## src/rtl/mips_pkg.sv

```systemverilog
// mips_pkg: shared encodings for the MIPS ID stage.
//   - opcode / funct constants
//   - HALT_INSTR marker
//   - aluOp / aluSrc / width encodings
//   - halt FSM state enum
//   - control bundle carried into ID/EX
package mips_pkg;

    // Opcodes
    localparam logic [5:0] OP_R_TYPE = 6'h00;
    localparam logic [5:0] OP_J      = 6'h02;
    localparam logic [5:0] OP_JAL    = 6'h03;
    localparam logic [5:0] OP_BEQ    = 6'h04;
    localparam logic [5:0] OP_BNE    = 6'h05;
    localparam logic [5:0] OP_ADDI   = 6'h08;
    localparam logic [5:0] OP_ADDIU  = 6'h09;
    localparam logic [5:0] OP_SLTI   = 6'h0A;
    localparam logic [5:0] OP_SLTIU  = 6'h0B;
    localparam logic [5:0] OP_ANDI   = 6'h0C;
    localparam logic [5:0] OP_ORI    = 6'h0D;
    localparam logic [5:0] OP_XORI   = 6'h0E;
    localparam logic [5:0] OP_LUI    = 6'h0F;
    localparam logic [5:0] OP_LB     = 6'h20;
    localparam logic [5:0] OP_LH     = 6'h21;
    localparam logic [5:0] OP_LW     = 6'h23;
    localparam logic [5:0] OP_LBU    = 6'h24;
    localparam logic [5:0] OP_LHU    = 6'h25;
    localparam logic [5:0] OP_LWU    = 6'h27;
    localparam logic [5:0] OP_SB     = 6'h28;
    localparam logic [5:0] OP_SH     = 6'h29;
    localparam logic [5:0] OP_SW     = 6'h2B;

    // R-type funct codes that need special handling
    localparam logic [5:0] FN_SLL  = 6'h00;
    localparam logic [5:0] FN_SRL  = 6'h02;
    localparam logic [5:0] FN_SRA  = 6'h03;
    localparam logic [5:0] FN_JR   = 6'h08;
    localparam logic [5:0] FN_JALR = 6'h09;

    localparam logic [31:0] HALT_INSTR = 32'hFFFF_FFFF;

    // aluOp: EX refines R-type via funct and immediate ops via opcode
    localparam logic [1:0] ALU_OP_ADD    = 2'b00;
    localparam logic [1:0] ALU_OP_BRANCH = 2'b01;
    localparam logic [1:0] ALU_OP_RTYPE  = 2'b10;
    localparam logic [1:0] ALU_OP_IMM    = 2'b11;

    // aluSrc: second ALU operand
    localparam logic [1:0] ALU_SRC_REG   = 2'b00;
    localparam logic [1:0] ALU_SRC_IMM   = 2'b01;
    localparam logic [1:0] ALU_SRC_SHAMT = 2'b10;

    // Memory access width
    localparam logic [1:0] WIDTH_BYTE = 2'b00;
    localparam logic [1:0] WIDTH_HALF = 2'b01;
    localparam logic [1:0] WIDTH_WORD = 2'b11;

    typedef enum logic [1:0] {RUN, DRAIN, HALTED} halt_state_e;

    typedef struct packed {
        logic       reg_write;
        logic       mem_read;
        logic       mem_write;
        logic       mem2reg;
        logic       sign_flag;
        logic [1:0] alu_src;
        logic [1:0] alu_op;
        logic [1:0] width;
    } ctrl_t;

    // Load/store opcodes encode the access size in their two LSBs, matching WIDTH_*.
    function automatic logic [1:0] mem_width(input logic [5:0] op);
        return op[1:0];
    endfunction

endpackage

```

## src/rtl/regfile_bypass.sv

```systemverilog
// regfile_bypass: 2-read / 1-write register file, r0 hard-wired to zero.
//   clk, i_rst          clock, synchronous active-high reset (clears all registers)
//   i_we, i_wr_addr,
//   i_wr_data           write port, applied on the clock edge
//   i_rd_addr_a/b       read indices
//   o_rd_data_a/b       read data; a same-cycle write to the read index is returned directly
module regfile_bypass #(
    parameter int unsigned NB_DATA = 32,
    parameter int unsigned NB_ADDR = 5
) (
    input  logic               clk,
    input  logic               i_rst,
    input  logic               i_we,
    input  logic [NB_ADDR-1:0] i_wr_addr,
    input  logic [NB_DATA-1:0] i_wr_data,
    input  logic [NB_ADDR-1:0] i_rd_addr_a,
    input  logic [NB_ADDR-1:0] i_rd_addr_b,
    output logic [NB_DATA-1:0] o_rd_data_a,
    output logic [NB_DATA-1:0] o_rd_data_b
);

    localparam int unsigned NREGS = 2 ** NB_ADDR;

    logic [NB_DATA-1:0] regs [NREGS];
    logic               wr_live;

    assign wr_live = i_we && (i_wr_addr != '0);

    always_ff @(posedge clk) begin
        if (i_rst) begin
            for (int i = 0; i < NREGS; i++) begin
                regs[i] <= '0;
            end
        end else if (wr_live) begin
            regs[i_wr_addr] <= i_wr_data;
        end
    end

    // Write-through: lets WB and ID share a cycle without a separate forwarding path.
    always_comb begin
        o_rd_data_a = regs[i_rd_addr_a];
        o_rd_data_b = regs[i_rd_addr_b];
        if (wr_live && (i_wr_addr == i_rd_addr_a)) o_rd_data_a = i_wr_data;
        if (wr_live && (i_wr_addr == i_rd_addr_b)) o_rd_data_b = i_wr_data;
        if (i_rd_addr_a == '0) o_rd_data_a = '0;
        if (i_rd_addr_b == '0) o_rd_data_b = '0;
    end

endmodule

```

## src/rtl/instruction_decode_param.sv

```systemverilog
// instruction_decode_param: ID stage of the 5-stage MIPS pipeline.
//   Inputs : clk, i_rst (sync, active-high), i_instruction/i_pcounter4/i_valid from IF/ID,
//            i_stall/i_flush from the hazard unit, i_halt debug freeze,
//            WB write port (i_we_wb, i_wr_addr, i_wr_data_WB),
//            EX/MEM forward for branch compare (i_fwd_mem_en/_addr/_data).
//   Outputs: ID/EX register (o_valid, indices, operands, immediate, fields, control),
//            o_jump/o_addr2jump combinational fetch redirect, o_stop sticky drained flag.
module instruction_decode_param
    import mips_pkg::*;
#(
    parameter int unsigned NB_DATA      = 32,
    parameter int unsigned NB_ADDR      = 5,
    parameter int unsigned LINK_REG     = 31,
    parameter int unsigned DRAIN_CYCLES = 4
) (
    input  logic               clk,
    input  logic               i_rst,
    input  logic [31:0]        i_instruction,
    input  logic [NB_DATA-1:0] i_pcounter4,
    input  logic               i_valid,
    input  logic               i_stall,
    input  logic               i_flush,
    input  logic               i_halt,
    input  logic               i_we_wb,
    input  logic [NB_ADDR-1:0] i_wr_addr,
    input  logic [NB_DATA-1:0] i_wr_data_WB,
    input  logic               i_fwd_mem_en,
    input  logic [NB_ADDR-1:0] i_fwd_mem_addr,
    input  logic [NB_DATA-1:0] i_fwd_mem_data,
    output logic               o_valid,
    output logic [NB_ADDR-1:0] o_rs,
    output logic [NB_ADDR-1:0] o_rt,
    output logic [NB_ADDR-1:0] o_rd,
    output logic [NB_DATA-1:0] o_reg_DA,
    output logic [NB_DATA-1:0] o_reg_DB,
    output logic [NB_DATA-1:0] o_immediate,
    output logic [5:0]         o_opcode,
    output logic [4:0]         o_shamt,
    output logic [5:0]         o_func,
    output logic               o_regWrite,
    output logic               o_memRead,
    output logic               o_memWrite,
    output logic               o_mem2Reg,
    output logic               o_sign_flag,
    output logic [1:0]         o_aluSrc,
    output logic [1:0]         o_aluOp,
    output logic [1:0]         o_width,
    output logic               o_jump,
    output logic [NB_DATA-1:0] o_addr2jump,
    output logic               o_stop
);

    typedef struct packed {
        logic               valid;
        logic [NB_ADDR-1:0] rs;
        logic [NB_ADDR-1:0] rt;
        logic [NB_ADDR-1:0] rd;
        logic [NB_DATA-1:0] da;
        logic [NB_DATA-1:0] db;
        logic [NB_DATA-1:0] imm;
        logic [5:0]         opcode;
        logic [4:0]         shamt;
        logic [5:0]         func;
        ctrl_t              ctrl;
    } idex_t;

    // Instruction fields
    logic [5:0]         opcode, func;
    logic [4:0]         shamt;
    logic [15:0]        imm16;
    logic [NB_ADDR-1:0] rs_idx, rt_idx, rd_idx;

    assign opcode = i_instruction[31:26];
    assign rs_idx = NB_ADDR'(i_instruction[25:21]);
    assign rt_idx = NB_ADDR'(i_instruction[20:16]);
    assign rd_idx = NB_ADDR'(i_instruction[15:11]);
    assign shamt  = i_instruction[10:6];
    assign func   = i_instruction[5:0];
    assign imm16  = i_instruction[15:0];

    logic [NB_DATA-1:0] rf_a, rf_b;
    logic               rf_we;

    // A frozen pipe must not commit WB writes either.
    assign rf_we = i_we_wb && !i_halt;

    regfile_bypass #(
        .NB_DATA (NB_DATA),
        .NB_ADDR (NB_ADDR)
    ) u_regfile (
        .clk         (clk),
        .i_rst       (i_rst),
        .i_we        (rf_we),
        .i_wr_addr   (i_wr_addr),
        .i_wr_data   (i_wr_data_WB),
        .i_rd_addr_a (rs_idx),
        .i_rd_addr_b (rt_idx),
        .o_rd_data_a (rf_a),
        .o_rd_data_b (rf_b)
    );

    halt_state_e state_q;
    logic [3:0]  drain_cnt_q, drain_cnt_inc;
    logic        is_halt_instr, take_halt, load_bubble;

    // Control decode
    ctrl_t              ctrl;
    logic [NB_ADDR-1:0] dest;
    logic               is_link, zext_imm;

    always_comb begin
        ctrl     = '0;
        dest     = '0;
        is_link  = 1'b0;
        zext_imm = 1'b0;
        case (opcode)
            OP_R_TYPE: begin
                if (func == FN_JALR) begin
                    ctrl.reg_write = 1'b1;
                    dest           = rd_idx;
                    is_link        = 1'b1;
                end else if (func != FN_JR) begin
                    ctrl.reg_write = 1'b1;
                    ctrl.alu_op    = ALU_OP_RTYPE;
                    ctrl.alu_src   = (func == FN_SLL || func == FN_SRL || func == FN_SRA)
                                     ? ALU_SRC_SHAMT : ALU_SRC_REG;
                    dest           = rd_idx;
                end
            end
            OP_JAL: begin
                ctrl.reg_write = 1'b1;
                dest           = NB_ADDR'(LINK_REG);
                is_link        = 1'b1;
            end
            OP_BEQ, OP_BNE: ctrl.alu_op = ALU_OP_BRANCH;
            OP_ADDI, OP_ADDIU, OP_SLTI, OP_SLTIU, OP_ANDI, OP_ORI, OP_XORI, OP_LUI: begin
                ctrl.reg_write = 1'b1;
                ctrl.alu_src   = ALU_SRC_IMM;
                ctrl.alu_op    = ALU_OP_IMM;
                dest           = rt_idx;
                zext_imm       = (opcode == OP_ANDI || opcode == OP_ORI || opcode == OP_XORI);
            end
            OP_LB, OP_LH, OP_LW, OP_LBU, OP_LHU, OP_LWU: begin
                ctrl.reg_write = 1'b1;
                ctrl.mem_read  = 1'b1;
                ctrl.mem2reg   = 1'b1;
                ctrl.alu_src   = ALU_SRC_IMM;
                ctrl.alu_op    = ALU_OP_ADD;
                ctrl.width     = mem_width(opcode);
                ctrl.sign_flag = !opcode[2];  // LBU/LHU/LWU have bit 2 set
                dest           = rt_idx;
            end
            OP_SB, OP_SH, OP_SW: begin
                ctrl.mem_write = 1'b1;
                ctrl.alu_src   = ALU_SRC_IMM;
                ctrl.alu_op    = ALU_OP_ADD;
                ctrl.width     = mem_width(opcode);
            end
            default: ;  // J and unknown opcodes carry no control
        endcase
    end

    // Branch/jump resolution
    logic               fwd_a, fwd_b, jump_req, jump_ok;
    logic [NB_DATA-1:0] cmp_a, cmp_b, imm_sext, imm_zext, br_target, j_target, jump_tgt;

    assign fwd_a = i_fwd_mem_en && (i_fwd_mem_addr == rs_idx) && (i_fwd_mem_addr != '0);
    assign fwd_b = i_fwd_mem_en && (i_fwd_mem_addr == rt_idx) && (i_fwd_mem_addr != '0);
    assign cmp_a = fwd_a ? i_fwd_mem_data : rf_a;
    assign cmp_b = fwd_b ? i_fwd_mem_data : rf_b;

    assign imm_sext  = {{(NB_DATA-16){imm16[15]}}, imm16};
    assign imm_zext  = {{(NB_DATA-16){1'b0}}, imm16};
    assign br_target = i_pcounter4 + (imm_sext << 2);

    always_comb begin
        j_target       = i_pcounter4;
        j_target[27:0] = {i_instruction[25:0], 2'b00};
    end

    always_comb begin
        jump_req = 1'b0;
        jump_tgt = br_target;
        case (opcode)
            OP_BEQ: jump_req = (cmp_a == cmp_b);
            OP_BNE: jump_req = (cmp_a != cmp_b);
            OP_J, OP_JAL: begin
                jump_req = 1'b1;
                jump_tgt = j_target;
            end
            OP_R_TYPE: begin
                jump_req = (func == FN_JR) || (func == FN_JALR);
                jump_tgt = cmp_a;
            end
            default: ;
        endcase
    end

    assign jump_ok     = i_valid && !i_stall && !i_flush && !i_halt && (state_q == RUN);
    assign o_jump      = jump_ok && jump_req;
    assign o_addr2jump = jump_tgt;

    // Halt FSM
    assign is_halt_instr = (i_instruction == HALT_INSTR);
    assign take_halt     = i_valid && is_halt_instr && !i_stall && !i_flush;
    assign drain_cnt_inc = drain_cnt_q + 4'd1;

    always_ff @(posedge clk) begin
        if (i_rst) begin
            state_q     <= RUN;
            drain_cnt_q <= '0;
            o_stop      <= 1'b0;
        end else if (!i_halt) begin
            case (state_q)
                RUN: begin
                    if (take_halt) begin
                        state_q     <= DRAIN;
                        drain_cnt_q <= '0;
                    end
                end
                DRAIN: begin
                    drain_cnt_q <= drain_cnt_inc;
                    if (drain_cnt_inc == 4'(DRAIN_CYCLES)) begin
                        state_q <= HALTED;
                        o_stop  <= 1'b1;
                    end
                end
                HALTED:  o_stop <= 1'b1;
                default: state_q <= RUN;
            endcase
        end
    end

    // ID/EX register
    idex_t idex_d, idex_q;

    assign load_bubble = !i_valid || i_stall || i_flush || (state_q != RUN) || is_halt_instr;

    always_comb begin
        idex_d = '0;
        if (!load_bubble) begin
            idex_d.valid  = 1'b1;
            idex_d.rs     = rs_idx;
            idex_d.rt     = rt_idx;
            idex_d.rd     = dest;
            idex_d.da     = is_link ? i_pcounter4 : rf_a;
            idex_d.db     = is_link ? NB_DATA'(4) : rf_b;
            idex_d.imm    = zext_imm ? imm_zext : imm_sext;
            idex_d.opcode = opcode;
            idex_d.shamt  = shamt;
            idex_d.func   = func;
            idex_d.ctrl   = ctrl;
        end
    end

    always_ff @(posedge clk) begin
        if (i_rst) begin
            idex_q <= '0;
        end else if (!i_halt) begin
            idex_q <= idex_d;
        end
    end

    assign o_valid     = idex_q.valid;
    assign o_rs        = idex_q.rs;
    assign o_rt        = idex_q.rt;
    assign o_rd        = idex_q.rd;
    assign o_reg_DA    = idex_q.da;
    assign o_reg_DB    = idex_q.db;
    assign o_immediate = idex_q.imm;
    assign o_opcode    = idex_q.opcode;
    assign o_shamt     = idex_q.shamt;
    assign o_func      = idex_q.func;
    assign o_regWrite  = idex_q.ctrl.reg_write;
    assign o_memRead   = idex_q.ctrl.mem_read;
    assign o_memWrite  = idex_q.ctrl.mem_write;
    assign o_mem2Reg   = idex_q.ctrl.mem2reg;
    assign o_sign_flag = idex_q.ctrl.sign_flag;
    assign o_aluSrc    = idex_q.ctrl.alu_src;
    assign o_aluOp     = idex_q.ctrl.alu_op;
    assign o_width     = idex_q.ctrl.width;

endmodule
```

## config.mk

```make
export PLATFORM = sky130hd
export DESIGN_NAME = instruction_decode_param
export DESIGN_NICKNAME = d
export VERILOG_FILES = /design/src/rtl/mips_pkg.sv /design/src/rtl/regfile_bypass.sv /design/src/rtl/instruction_decode_param.sv
export SDC_FILE = /design/constraint.sdc
export NUM_CORES = 2
export LEC_CHECK = 0
export CORE_UTILIZATION = 40
export CTS_BUF_LIST = sky130_fd_sc_hd__clkbuf_8
export DETAILED_ROUTE_END_ITERATION = 10
export SLEW_MARGIN = 20
export SYNTH_ARGS = -nofsm -noshare
export SYNTH_HDL_FRONTEND = slang
export SYNTH_HIERARCHICAL = 1
export SYNTH_SLANG_ARGS = --single-unit
```

## constraint.sdc

```tcl
create_clock -name clk -period 11.3 [get_ports clk]
set_input_delay 3.39 -clock clk [delete_from_list [all_inputs] [get_ports clk]]
set_output_delay 3.39 -clock clk [all_outputs]
set_load 0.03 [all_outputs]
```

-- After elaboration in Yosys (flattened, before gate mapping)
Memories as Yosys holds them, arrays and structs flattened.
Cells that the tools add are included.
- register bits after elaboration: 147
- memories kept: 1
- bits in latches: 0
- word-level logic and storage cells: 162
- output and inout bits: 174
- ROM bits: 0
- RAM bits: 1024
- memory list (name ; depth ; width ; rd ports ; clocked after Yosys merged registers in ; write ports ; line ; text):
    u_regfile.regs ; 32 ; 32 ; 2 ; 0 ; 32 ; regfile_bypass.sv:24 ; logic [NB_DATA-1:0] regs [NREGS];
- multipliers: 0
- order comparisons: 0
- equality and inequality tests: 38
- multiplexer cells: 45
- div/mod/pow operators: 0
- bitwise logic cells: 2
- shift-type cells: 0
- add/sub/neg operators: 2
- reduce and logical (&&, ||, !) cells: 53
- operator list (kind ; number):
    32-bit 2-to-1 mux ; 10
    140-bit 2-to-1 mux ; 1
    32-bit case mux with 2 select lines ; 1
    6-bit by 4-bit == test with 1-bit output (second input constant) ; 10
    6-bit == test (second input constant) ; 9
    32-bit adder ; 1
    32-bit == test ; 1
    32-bit == test (second input constant) ; 1
    32-bit inequality test ; 1
    32-bit OR reduction ; 1
    6-bit by 2-bit == test with 1-bit output (second input constant) ; 4
    5-bit == test ; 4
    17-bit OR reduction ; 1
    1-bit logical AND ; 16
    5-bit 2-to-1 mux ; 3
    5-bit case mux with 3 select lines ; 1
    15-bit OR reduction ; 1
    14-bit OR reduction ; 1
    1-bit 2-to-1 mux ; 13
    6-bit by 3-bit == test with 1-bit output (second input constant) ; 2
    6-bit logical NOT ; 2
    4-bit 2-to-1 mux ; 3
    2-bit case mux with 3 select lines ; 2
    5-bit logical NOT ; 2
    other kinds (24) ; 49

-- Depth between registers and ports, before layout
- word-level depth: 10
- mapped depth: 18
- gate-level depth less buffers: 13

-- Hierarchy
The synthesis kept the hierarchy.
- by module, submodules not included (module ; area an instance (um2) ; times used ; cells an instance):
    regfile_bypass ; 55722.2 ; 1 ; 3918
    instruction_decode_param ; 9405.3 ; 1 ; 1338

-- Worst setup path after synthesis
No wires, ideal clock.
- path type: input to output
- start: input port i_instruction[16]
- end: output port o_jump
- buffers on the path: 3
- stages: 15
- slack: 0.621 ns
- arrival: 7.289 ns
- cells stage by stage: buf_6 > buf_6 > buf_2 > mux4_2 > mux2i_1 > nand2_1 > a41oi_1 > a21oi_1 > or3_1 > a21oi_1 > o32ai_1 > or4_1 > or4_1 > a21o_1 > a21oi_1
- longest elaborated chain between the ends: 8
- elaborated cells on any way between the ends: 14
- RTL lines (what ; line ; text):
    from (decl) ; instruction_decode_param.sv:18 ; input logic [31:0] i_instruction,
    parallel branches: the longest is 3 deep, another holds memory 32 x 32 bit ; - ;
    32-bit 2-to-1 mux (*) ; regfile_bypass.sv:46 ; if (i_rd_addr_b == '0) o_rd_data_b = '0;
    via rf_b[20] ; instruction_decode_param.sv:81 ; logic [NB_DATA-1:0] rf_a, rf_b;
    32-bit 2-to-1 mux (*) ; instruction_decode_param.sv:170 ; assign cmp_b = fwd_b ? i_fwd_mem_data : rf_b;
    32-bit inequality test / 32-bit == test (equally long branches) ; instruction_decode_param.sv:186, instruction_decode_param.sv:185 ;
    1-bit case mux with 4 select lines (*) ; instruction_decode_param.sv:184 ; case (opcode)
    1-bit logical AND (*) ; instruction_decode_param.sv:200 ; assign o_jump = jump_ok && jump_req;
    to (decl) ; instruction_decode_param.sv:48 ; output logic o_jump,
Mark *: on every way through the listed nets, which the timed path passes.

-- Final worst setup path
- start: input port i_instruction[20]
- end: output port o_jump
The elaborated chain is that of the path after synthesis.

==> summary.md <==
• run status: finished, violations left
• violations in the final reports: setup timing
• DRC violations left: 0
• number of cells traversed by the worst register-to-register path: 9
• launch point of the worst reg-to-reg path: state_q[0]$_SDFFE_PP0P_
• quantity of hold-fixing buffers added after cts: 0
• CTS Buffer Depth: 3
• Max Used Layer: met5
• Num CTS Buffers: 190
• total area of multi-input combinational cells: 29800 µm²
• global routing usage summed across all routing layers: 0.320
• cell area after layout: 77500 µm²
• Post-Synthesis Mean Instance Area: 12.4 µm²
• area of the mapped netlist: 65100 µm²
• Tightest Pin Transition: 1.17 ns
• startpoint type of the worst setup path: input pin
• number of warnings reported in the yosys synthesis log: 6
• Min-Delay Endpoint: o_regWrite$_SDFFE_PP0N_
• Congestion Overflow GR: 0
• asr flop ratio synth: 0
• part of the total power dissipated in sequential elements: 0.474
• vias after detailed routing: 50900
• instance area after placement: 72800 µm²
• signal arrival time at the worst endpoint: 7.99 ns
• cell-internal power: 7.34 mW
• Fmax achieved: 87.9 MHz
• CTS tree: yes
• synthesized instance count: 5256
• crit path time final: 11.38 ns
• number of search-and-repair iterations in the first detailed-routing pass: 6
• number of max-cap violations: 0
• Die Wd: 406 µm
• number of placement rows: 147
• number of DRC markers in iteration 0: 7506
• global placement routability congestion: 0.946
• layout filler cell count: 14300
• Leakage Power: 28.4 nW
• wire length of the first global-routing pass: 372000 µm
• initial core utilization: 0.404
• Required @ worst endpoint: 7.91 ns
• routed wl met2: 119000 µm
• drt wl/cell: 33.4 µm
• proportion of power drawn by the clock network: 0.341
• number of distinct library cell variants in the gate-level netlist after synthesis: 89
• root cell of the clock tree: sky130_fd_sc_hd__clkbuf_8
• Met3 Wirelength: 32900 µm
• standard cell core area: 161000 µm²
• number of levels the H-tree was split into: 4
• Post-synth EDFFs: 1024
• leading register cell type out of synthesis: sky130_fd_sc_hd__edfxtp_1
• Final Slew Violations: 0
• Util after Layout: 0.481
• Buffers on Ports: 319
• Hold Path Class: flip-flop to flip-flop
• height of the chip: 406 µm
• switching fraction of total power: 0.295
• net load switching power: 3.07 mW
• count of boundary I/O pins: 320
• hold path cells: 2
• Placement Setup Slack: -0.627 ns
• fraction of layout instances using a drive strength above 1: 0.231
• met1 wire length: 102000 µm
• worst hold margin: 0.474 ns
• remaining antenna violation count after routing: 0
• worst setup margin: -0.0768 ns
• Post-Route Skew: 0.0337 ns
• Max-Slew Margin vs Limit: 0.219
• critical path fanouts, max: 11
• P&R area growth vs syn: 19.1%
• final hold vios: 0
• clk_lat worst skew: 0.95 ns
• initial antenna violation count: 16
• critical path class: input pin to output pin
• overall die area: 164000 µm²
• overall power consumption: 10.4 mW
• Register-to-Register Setup Slack: 8.62 ns
• number of clock sinks seen by CTS: 1144
• vias in the first global route: 48400
• vias per cell: 6.30
• power density cells: 134 nW/µm²
• Combinational Power Share: 0.186
• share of the yosys chip area belonging to registers: 0.509
• HPWL after detailed placement: 181000 µm
• clk slew on worst S/H paths: 0.06 ns
• beginning of the worst hold path: o_regWrite$_SDFFE_PP0N_
• Final period util: 1.01
• sequential cell area: 33200 µm²
• number of storage elements in the synthesis netlist: 1144
• worst reg2reg endpoint: o_reg_DB[16]$_SDFFE_PP0N_
• setup violators final: 1
• pin count of the biggest net entering global routing: 65
• maximum resistive drop on vdd: 136 µV
• Detailed Route WL: 269000 µm
• Crit. End Element: output pin
• net count reported at finish: 5932
[worst max-delay path, cell delays in order]
cell and delay (ns):
sky130_fd_sc_hd__buf_4 0.31, sky130_fd_sc_hd__and3b_1 0.41, sky130_fd_sc_hd__buf_4 0.28, sky130_fd_sc_hd__buf_4 0.17, sky130_fd_sc_hd__a22oi_1 0.33, sky130_fd_sc_hd__nand4_1 0.24
sky130_fd_sc_hd__a21oi_2 0.30, sky130_fd_sc_hd__buf_4 0.15, sky130_fd_sc_hd__a311oi_1 0.08, sky130_fd_sc_hd__o21ai_1 0.20, sky130_fd_sc_hd__nand4_1 0.28, sky130_fd_sc_hd__or4_4 0.57
sky130_fd_sc_hd__or4_4 0.52, sky130_fd_sc_hd__a21o_1 0.22, sky130_fd_sc_hd__a21oi_2 0.21, sky130_fd_sc_hd__buf_4 0.16, sky130_fd_sc_hd__buf_12 0.11
[logic make-up after synthesis]
logic type | share of synthesized area
other | 0.0000576
muxes | 0.187
and+or+nand+nor | 0.148
adders and majority gates | 0.00684
AOI/OAI and AO/OA | 0.0947
buffers and inverters | 0.0445
xor gates and xnor gates | 0.00982
DFF | 0.509
[power by group through the flow]
stage	clock (mW)	combinational [mW]	sequential, mW
finish	3.55	1.93	4.93
global route	3.73	1.98	4.94
CTS	3.58	1.85	4.92
detailed placement	0	1.80	5.01
global placement	0	1.80	5.00
floorplan	0	0.987	4.97
[synthesized netlist by cell type (11+ instances only)]
master / count / area (µm²)
sky130_fd_sc_hd__a21oi_1: 237 / 1190
sky130_fd_sc_hd__nand2_1: 280 / 1050
sky130_fd_sc_hd__nor3_1: 53 / 265
sky130_fd_sc_hd__and3_1: 17 / 106
sky130_fd_sc_hd__and2_1: 965 / 6040
sky130_fd_sc_hd__a221o_1: 22 / 220
sky130_fd_sc_hd__nor2_1: 210 / 788
sky130_fd_sc_hd__or2_2: 34 / 213
sky130_fd_sc_hd__a221oi_1: 37 / 324
sky130_fd_sc_hd__mux4_2: 356 / 8020
sky130_fd_sc_hd__nor2b_1: 11 / 68.8
sky130_fd_sc_hd__a311oi_1: 42 / 368
sky130_fd_sc_hd__nand4_1: 25 / 156
sky130_fd_sc_hd__o22ai_1: 39 / 244
sky130_fd_sc_hd__a31oi_1: 11 / 68.8
sky130_fd_sc_hd__buf_4: 48 / 360
sky130_fd_sc_hd__clkbuf_1: 366 / 1370
sky130_fd_sc_hd__dfxtp_1: 120 / 2400
sky130_fd_sc_hd__a211oi_1: 52 / 390
sky130_fd_sc_hd__buf_1: 25 / 93.8
sky130_fd_sc_hd__o21ai_0: 100 / 500
sky130_fd_sc_hd__o21ai_1: 13 / 65.1
sky130_fd_sc_hd__buf_2: 70 / 350
sky130_fd_sc_hd__or3_1: 13 / 81.3
sky130_fd_sc_hd__a21o_1: 17 / 128
sky130_fd_sc_hd__mux2i_1: 343 / 3430
sky130_fd_sc_hd__a32o_1: 32 / 320
sky130_fd_sc_hd__a22oi_1: 141 / 1060
sky130_fd_sc_hd__nand3_1: 25 / 125
sky130_fd_sc_hd__edfxtp_1: 1024 / 30700
sky130_fd_sc_hd__xor2_1: 15 / 131
sky130_fd_sc_hd__ha_1: 34 / 425
sky130_fd_sc_hd__buf_6: 36 / 405
sky130_fd_sc_hd__o221ai_1: 34 / 298
sky130_fd_sc_hd__inv_1: 78 / 293
sky130_fd_sc_hd__nand2b_1: 22 / 138
sky130_fd_sc_hd__mux2_2: 37 / 417
sky130_fd_sc_hd__xnor2_1: 58 / 508
sky130_fd_sc_hd__nor4_1: 48 / 300
[final cells by class]
type | instances | share of cell area
multi-input cells | 3519 | 0.384
flip-flops and latches | 1144 | 0.428
well taps | 2160 | 0.0349
inverters | 79 | 0.00382
clock inverters | 142 | 0.00955
repair buffers | 817 | 0.104
diodes | 11 | 0.000355
clock buffers | 204 | 0.0362
[per-layer routing]
layer,track usage,vias up
met3,0.0881,633
met1,0.413,25800
met4,0.172,4
li1,-,20800
met5,0.000892,-
met2,0.489,3663
[sequential cells by signal (all words and copies together) (netlist names), 5 cells and up]
signal and count:
u_regfile/regs 1024, o_reg_DA 32, o_reg_DB 32, o_immediate 17
o_opcode 6, o_rd 5, o_rs 5, o_rt 5
[placed cells by master, fill, tap and decap left out, drive strengths merged, types with 39 or more instances in the layout]
cell           count
a21oi            238
nor2             210
buf              539
and2             966
nor4              49
xnor2             58
o22ai             39
clkbuf           207
a22oi            141
a311oi            42
clkinv            63
edfxtp          1024
clkdlybuf4s50    269
dfxtp            120
nor3              54
nand2            280
inv              145
mux2i            343
a211oi            52
o21ai            115
mux4             367
[stage by stage]
stage | std cells | setup TNS (ns)
after floorplan | 5287 | 0
after global placement | 7663 | -1.70
after detailed placement | 7664 | -0.627
after CTS | 8041 | 0
after global routing | 8072 | -0.0265
final | 8076 | -0.0768
[timing repair]
item / in CTS / in global routing
gates resized for setup: 98 / 53
endpoints found under the hold margin: 0 / 0
endpoints found under the setup margin: 1 / 1
pin swaps: 27 / 22
buffers inserted: 26 / 22
gates cloned: 5 / 2
[how the worst max path moves through the flow]
| stage | start | endpoint | cells past startpoint |
|---|---|---|---|
| final | i_instruction[20] | o_jump | 17 |
| after global routing | i_instruction[16] | o_jump | 23 |
| after CTS | i_instruction[16] | o_jump | 17 |
| after detailed placement | i_instruction[16] | o_jump | 18 |
| after global placement | i_instruction[16] | o_jump | 19 |
| after floorplan | i_instruction[16] | o_jump | 15 |
(Power assumes the default switching activity.)
